===== config.mk =====
export PLATFORM = sky130hd
export DESIGN_NAME = hwpf_req_responder
export DESIGN_NICKNAME = d
export VERILOG_FILES = /design/src/rtl/hwpf_req_responder.sv
export SDC_FILE = /design/constraint.sdc
export NUM_CORES = 1
export LEC_CHECK = 0
export CAP_MARGIN = 20
export CORE_ASPECT_RATIO = 1.5
export CORE_MARGIN = 2
export CORE_UTILIZATION = 50
export CTS_CLUSTER_SIZE = 28
export DETAILED_ROUTE_END_ITERATION = 6
export PLACE_DENSITY = 0.73
export SLEW_MARGIN = 20
export SYNTH_ARGS = -nofsm -noshare
export SYNTH_HDL_FRONTEND = slang
export SYNTH_SLANG_ARGS = --single-unit

===== constraint.sdc =====
create_clock -name clk_i -period 5 [get_ports clk_i]
set_clock_uncertainty 0.2 [all_clocks]
set_input_delay 1.25 -clock clk_i [delete_from_list [all_inputs] [get_ports clk_i]]
set_output_delay 1.25 -clock clk_i [all_outputs]
set_load 0.03 [all_outputs]

===== src/rtl/hwpf_req_responder.sv =====
// Cache-side responder for the HW-prefetcher request port: queues requests, retires each after a fixed
// head latency and emits tagged response and snoop pulses. Optional counters: HWPF_REQ_RESPONDER_STATS_EN.
module hwpf_req_responder #(
   parameter int unsigned TAG_W        = 36,
   parameter int unsigned OFFSET_W     = 12,
   parameter int unsigned CLOFFSET_W   = 6,
   parameter int unsigned OP_W         = 4,
   parameter logic [OP_W-1:0] PF_OP_CODE = 4'h8,
   parameter int unsigned TID_W        = 4,
   parameter int unsigned SID_W        = 3,
   parameter int unsigned FIFO_DEPTH   = 4,
   parameter int unsigned RSP_LATENCY  = 3
) (
   input  logic                clk_i,
   input  logic                rst_ni,
   input  logic                req_valid_i,
   output logic                req_ready_o,
   input  logic [OFFSET_W-1:0] req_addr_offset_i,
   input  logic [TAG_W-1:0]    req_addr_tag_i,
   input  logic [OP_W-1:0]     req_op_i,
   input  logic [TID_W-1:0]    req_tid_i,
   input  logic [SID_W-1:0]    req_sid_i,
   input  logic                req_need_rsp_i,
   input  logic                req_phys_indexed_i,
   output logic                rsp_valid_o,
   output logic [TID_W-1:0]    rsp_tid_o,
   output logic [SID_W-1:0]    rsp_sid_o,
   output logic                rsp_error_o,
   output logic                snoop_valid_o,
   output logic                snoop_abort_o,
   output logic                snoop_phys_indexed_o,
   output logic [OFFSET_W-1:0] snoop_addr_offset_o,
   output logic [TAG_W-1:0]    snoop_addr_tag_o,
   output logic                busy_o
`ifdef HWPF_REQ_RESPONDER_STATS_EN
   ,
   output logic [31:0]         stat_accepted_o,
   output logic [31:0]         stat_errors_o
`endif
);

   localparam int unsigned PTR_W = (FIFO_DEPTH > 1) ? $clog2(FIFO_DEPTH) : 1;
   localparam int unsigned CNT_W = (RSP_LATENCY > 1) ? $clog2(RSP_LATENCY) : 1;
   localparam logic [PTR_W:0]      FULL_COUNT = (PTR_W + 1)'(FIFO_DEPTH);
   localparam logic [CNT_W-1:0]    LAST_CNT   = CNT_W'(RSP_LATENCY - 1);
   localparam logic [OFFSET_W-1:0] LINE_MASK  = {{(OFFSET_W - CLOFFSET_W){1'b1}}, {CLOFFSET_W{1'b0}}};

   typedef struct packed {
      logic [OFFSET_W-1:0] offset;
      logic [TAG_W-1:0]    tag;
      logic [TID_W-1:0]    tid;
      logic [SID_W-1:0]    sid;
      logic                need_rsp;
      logic                err;
   } entry_t;

   entry_t           fifo_mem [FIFO_DEPTH];
   logic [PTR_W-1:0] wr_ptr_reg;
   logic [PTR_W-1:0] rd_ptr_reg;
   logic [PTR_W:0]   count_reg;
   logic [CNT_W-1:0] head_cnt_reg;

   logic   full;
   logic   empty;
   logic   push;
   logic   pop;
   entry_t push_entry;
   entry_t head;

   assign full  = (count_reg == FULL_COUNT);
   assign empty = (count_reg == '0);
   assign push  = req_valid_i & ~full;
   assign pop   = ~empty & (head_cnt_reg == LAST_CNT);
   assign head  = fifo_mem[rd_ptr_reg];

   assign req_ready_o          = ~full;
   assign busy_o               = ~empty;
   assign snoop_abort_o        = 1'b0;
   assign snoop_phys_indexed_o = 1'b1;

   always_comb begin
      push_entry          = '0;
      push_entry.offset   = req_addr_offset_i;
      push_entry.tag      = req_addr_tag_i;
      push_entry.tid      = req_tid_i;
      push_entry.sid      = req_sid_i;
      push_entry.need_rsp = req_need_rsp_i;
      push_entry.err      = (req_op_i != PF_OP_CODE) | ~req_phys_indexed_i;
   end

   // Payload storage needs no reset: occupancy is tracked entirely by count_reg.
   always_ff @(posedge clk_i) begin
      if (push) begin
         fifo_mem[wr_ptr_reg] <= push_entry;
      end
   end

   always_ff @(posedge clk_i or negedge rst_ni) begin
      if (!rst_ni) begin
         wr_ptr_reg   <= '0;
         rd_ptr_reg   <= '0;
         count_reg    <= '0;
         head_cnt_reg <= '0;
      end else begin
         if (push) begin
            wr_ptr_reg <= wr_ptr_reg + PTR_W'(1);
         end
         if (pop) begin
            rd_ptr_reg <= rd_ptr_reg + PTR_W'(1);
         end
         case ({push, pop})
            2'b10:   count_reg <= count_reg + (PTR_W + 1)'(1);
            2'b01:   count_reg <= count_reg - (PTR_W + 1)'(1);
            default: count_reg <= count_reg;
         endcase
         // A freshly exposed head always starts its latency window from zero.
         if (pop || empty) begin
            head_cnt_reg <= '0;
         end else begin
            head_cnt_reg <= head_cnt_reg + CNT_W'(1);
         end
      end
   end

   always_ff @(posedge clk_i or negedge rst_ni) begin
      if (!rst_ni) begin
         rsp_valid_o         <= 1'b0;
         snoop_valid_o       <= 1'b0;
         rsp_tid_o           <= '0;
         rsp_sid_o           <= '0;
         rsp_error_o         <= 1'b0;
         snoop_addr_offset_o <= '0;
         snoop_addr_tag_o    <= '0;
      end else begin
         rsp_valid_o   <= pop & (head.need_rsp | head.err);
         snoop_valid_o <= pop & ~head.err;
         if (pop) begin
            rsp_tid_o           <= head.tid;
            rsp_sid_o           <= head.sid;
            rsp_error_o         <= head.err;
            snoop_addr_offset_o <= head.offset & LINE_MASK;
            snoop_addr_tag_o    <= head.tag;
         end
      end
   end

`ifdef HWPF_REQ_RESPONDER_STATS_EN
   always_ff @(posedge clk_i or negedge rst_ni) begin
      if (!rst_ni) begin
         stat_accepted_o <= '0;
         stat_errors_o   <= '0;
      end else begin
         if (push && (stat_accepted_o != 32'hFFFF_FFFF)) begin
            stat_accepted_o <= stat_accepted_o + 32'd1;
         end
         if (pop && head.err && (stat_errors_o != 32'hFFFF_FFFF)) begin
            stat_errors_o <= stat_errors_o + 32'd1;
         end
      end
   end
`endif

endmodule


==> results.txt <==
- Final cell utilization of the core: 0.6148
- Data on the critical path arrives at its endpoint at 2.04 ns.
- STA puts the critical path data required time at 3.55 ns.
- Once the clock tree was built, the resizer swapped 0 gates to a different size.
* Leading cell types in the layout, fill and taps excluded: 204 x sky130_fd_sc_hd__edfxtp_1, 110 x sky130_fd_sc_hd__clkdlybuf4s50_1, 59 x sky130_fd_sc_hd__dfrtp_1
- DRC violation count after routing: 0
- The largest single stage delay on the critical path is 0.63 ns.
* Capturing element type of the critical path: output port
* Leakage Power: ~4.2 nW
- Cell count of the worst reg-to-reg path: 3
* Worst Setup Path Type: reg2out
- Slew Viols, Final: 0
- The first global-routing pass estimated 27,200 um of wire.
* HP Class: reg2reg
- fifo_mem holds more flip-flops than any other register.
* Number of clock sinks seen by CTS: 265
* Unique masters post-synth: 26
- Averaged over all synthesized cells, the footprint is 23.00 um2.
- The via count of the first global-routing pass came to 4,843.
* Cell Int Power: 0.005308 W
* Placed insts: roughly 790
- Power comes to 0.007638 W.
- The detail route stage leaves a number of antenna-violating nets equal to 0.
- After synthesis the cells add up to 9915 um2.
- The die covers 20,990 um2.
- Buffers inserted to repair hold after CTS numbered 0.
- Before antenna repair, the detailed router went through 4 iterations.
- Run status: complete, no violations
- Timing would allow up to 286.8 MHz.
- Registers with the most flip-flops: fifo_mem x204, snoop_addr_tag_o x36, snoop_addr_offset_o x6
- The analysis attributes to net switching a power of 0.002330 W.
- Clock-pin slew reported for the worst setup and hold paths after clock tree synthesis: 0.07 ns
* Post-DR wirelength/cell: 20.84 um
- Number of antenna repair diodes: 0
- Vias per std cell: 5.354
- Unrepaired setup endpoints after global routing: false
- The signal on the critical path passes through or3b_1, clkdlybuf4s50_1.
* Largest area contributor in the synthesized netlist: sky130_fd_sc_hd__edfxtp_1
* Max stage delay cell, worst path: sky130_fd_sc_hd__clkdlybuf4s50_1
- Hold violation total from the final report: 0
- The cell count after synthesis came out at 431.
* Clock root buffer: sky130_fd_sc_hd__clkbuf_16
- Setup violations remaining at the end of the flow were counted as 0.
- For the pin with the worst max-slew slack, the measured transition is 0.8764 ns.
- The first routing iteration left 291 violations.
- In the post-synthesis netlist, the biggest area contributors are sky130_fd_sc_hd__edfxtp_1 62%, sky130_fd_sc_hd__dfrtp_1 15%, sky130_fd_sc_hd__mux4_2 11%, sky130_fd_sc_hd__mux2_2 4.2%, sky130_fd_sc_hd__mux2_4 2.3%.
* CORE AREA: between 15,000 and 20,000 um2
* Total number of yosys warnings: 0
- Clock tree synthesis inserted a total of 23 buffers.
- After the last flow step, the layout net total stands at between 600 and 700.
* Ratio of final minimum period to clock period: 0.6972
- Proportion of layout cells with a drive suffix above 1: 0.2787
* Aggregate global-route resource usage: 0.1700
- Headroom to the max-slew limit came out at 0.4157.
- The initial antenna violation count was 0.
- Post-CTS Setup Bufs: 0
- Proportion of power drawn by combinational gates: 0.332
- Post-synthesis sequential element count: 265
- In this run the vertical extent of the chip is around 180 um.
- Of the total power, the share spent switching nets is 0.3051.
- Summed over all layers, the routed wires come to 17,380 um.
* Clock latency at the later pin of the worst-skew pair: 0.50 ns
* Number of port buffers: 111
- Post-Layout Cell Count: between 800 and 900
* CTS tree: built
- Hold is met by about 0.23 ns.
- The register with the most flip-flops in the layout has a little over 200 of them.
- Placed wire-length estimate after detailed placement: 10,520 um
- H-tree depth reported by CTS: 1
* Max Cap Viol: 0
* Critical Path Source Type: flip-flop
- During I/O placement, the number of pins put on the boundary was 126.
* Maximum fanout along the worst path: 6
* Seq pwr share: 0.436
- Fraction of power consumed by the clock network: 0.232
* Fin crit period: between 3 and 4 ns
- IR analysis of the VDD net gives a maximum drop of 322.9 uV.
- Relative area change from synthesis to final layout: 21.71%
- Die width: 119.0 um
- Max Buffers Root-to-Sink: 3
- For this block, the via count after detailed routing is roughly 4,500.
- Synth top area share: 0.6179
* Leading cell type in the layout, fill and taps excluded: sky130_fd_sc_hd__edfxtp_1
- Post-Route Setup TNS: 0 ns
- Power per cell area: 633.0 nW/um2
- Of the synthesized area, sequential elements account for 0.7718.
- The initial utilization of the core area, before any placement, comes to 0.5051.
- Routability-driven placement finished with a final weighted congestion of 0.7005.
- After floorplanning, the core was divided into 63 placement rows.
* Total gr overflow: 0
* Cell count of the worst hold path: 1
- Pin count of the biggest net entering global routing: 62
[power groups by stage]
stage | sequential [W] | combinational (W) | clock [W]
6_report | 0.00333 | 0.00253 | 0.00177
4_1_cts | 0.00342 | 0.00248 | 0.00180
2_1_floorplan | 0.00365 | 0.00141 | 0
5_1_grt | 0.00340 | 0.00270 | 0.00189
3_3_place_gp | 0.00342 | 0.00241 | 0
3_5_place_dp | 0.00347 | 0.00247 | 0
[worst paths after layout]
path / from / endpoint / slack [ns]
max: count_reg[0]$_DFFE_PN0P_ / req_ready_o / 1.51
min: head_cnt_reg[0]$_DFF_PN0_ / head_cnt_reg[0]$_DFF_PN0_ / 0.23
max reg2reg: count_reg[2]$_DFFE_PN0P_ / fifo_mem[0][53]$_DFFE_PP_ / 2.62
min reg2reg: head_cnt_reg[0]$_DFF_PN0_ / head_cnt_reg[0]$_DFF_PN0_ / 0.23
max in group asynchronous: rst_ni / rd_ptr_reg[0]$_DFFE_PN0P_ / 3.28
min in group asynchronous: rst_ni / snoop_addr_tag_o[27]$_DFFE_PN0P_ / 0.67
[worst max-delay path, delay by kind of cell (launching register included)]
kind,cells,cell delay [ns]
DFF,1,0.44
and+or+nand+nor,1,0.46
buffers and inverters,1,0.63
[cell type report]
cell class                 count  area [um2]
clock buffer                  25       583.1
clock inverter                16       180.2
fill                        1331        7561
inverter                       6       22.52
tap                          260       325.3
multi-input combinational    141        2082
timing repair buffer         121        1216
sequential                   265        7657
[synthesized netlist by cell type]
cell type	instances
sky130_fd_sc_hd__nor3_2	1
sky130_fd_sc_hd__nand2_1	1
sky130_fd_sc_hd__buf_4	10
sky130_fd_sc_hd__nand3_1	1
sky130_fd_sc_hd__clkbuf_1	2
sky130_fd_sc_hd__nor3_1	3
sky130_fd_sc_hd__inv_2	2
sky130_fd_sc_hd__edfxtp_1	204
sky130_fd_sc_hd__buf_6	6
sky130_fd_sc_hd__buf_2	7
sky130_fd_sc_hd__xnor2_1	4
sky130_fd_sc_hd__nor2_1	4
sky130_fd_sc_hd__and3_1	4
sky130_fd_sc_hd__inv_1	4
sky130_fd_sc_hd__or3b_1	1
sky130_fd_sc_hd__xor2_1	2
sky130_fd_sc_hd__mux2_4	15
sky130_fd_sc_hd__and2_4	1
sky130_fd_sc_hd__mux4_1	3
sky130_fd_sc_hd__nand2_2	1
sky130_fd_sc_hd__fa_1	1
sky130_fd_sc_hd__mux4_2	48
sky130_fd_sc_hd__dfrtp_1	61
sky130_fd_sc_hd__mux2_2	37
sky130_fd_sc_hd__ha_1	6
sky130_fd_sc_hd__conb_1	2
[kinds of logic (layout without fill, tap and decap cells)]
family,Yosys count,in the layout,synth area share
multiplexers,103,103,0.1817
other,2,8,0.0007575
XOR/XNOR,6,6,0.005300
flip-flops,265,265,0.7718
buffers and inverters,31,168,0.02095
adder cells (fa/ha/maj),7,7,0.009591
AND/OR/NAND/NOR,17,17,0.009842
[metrics by stage]
stage          cell area (um2)  setup slack [ns]
3_3_place_gp             11280             1.534
3_5_place_dp             11280             1.480
5_1_grt                  12070             1.460
4_1_cts                  12040             1.498
6_report                 12070             1.514
2_1_floorplan             9937             1.883
[layer usage]
| layer | vias up | track usage | wire (um) |
|---|---|---|---|
| li1 | 1975 | - | - |
| met1 | 2339 | 0.2063 | 6792 |
| met2 | 123 | 0.3180 | 9626 |
| met3 | 28 | 0.02067 | 608 |
| met4 | 0 | 0.04911 | 352 |
| met5 | - | 0 | 0 |
Note: power is estimated with default switching activity, not from simulation.
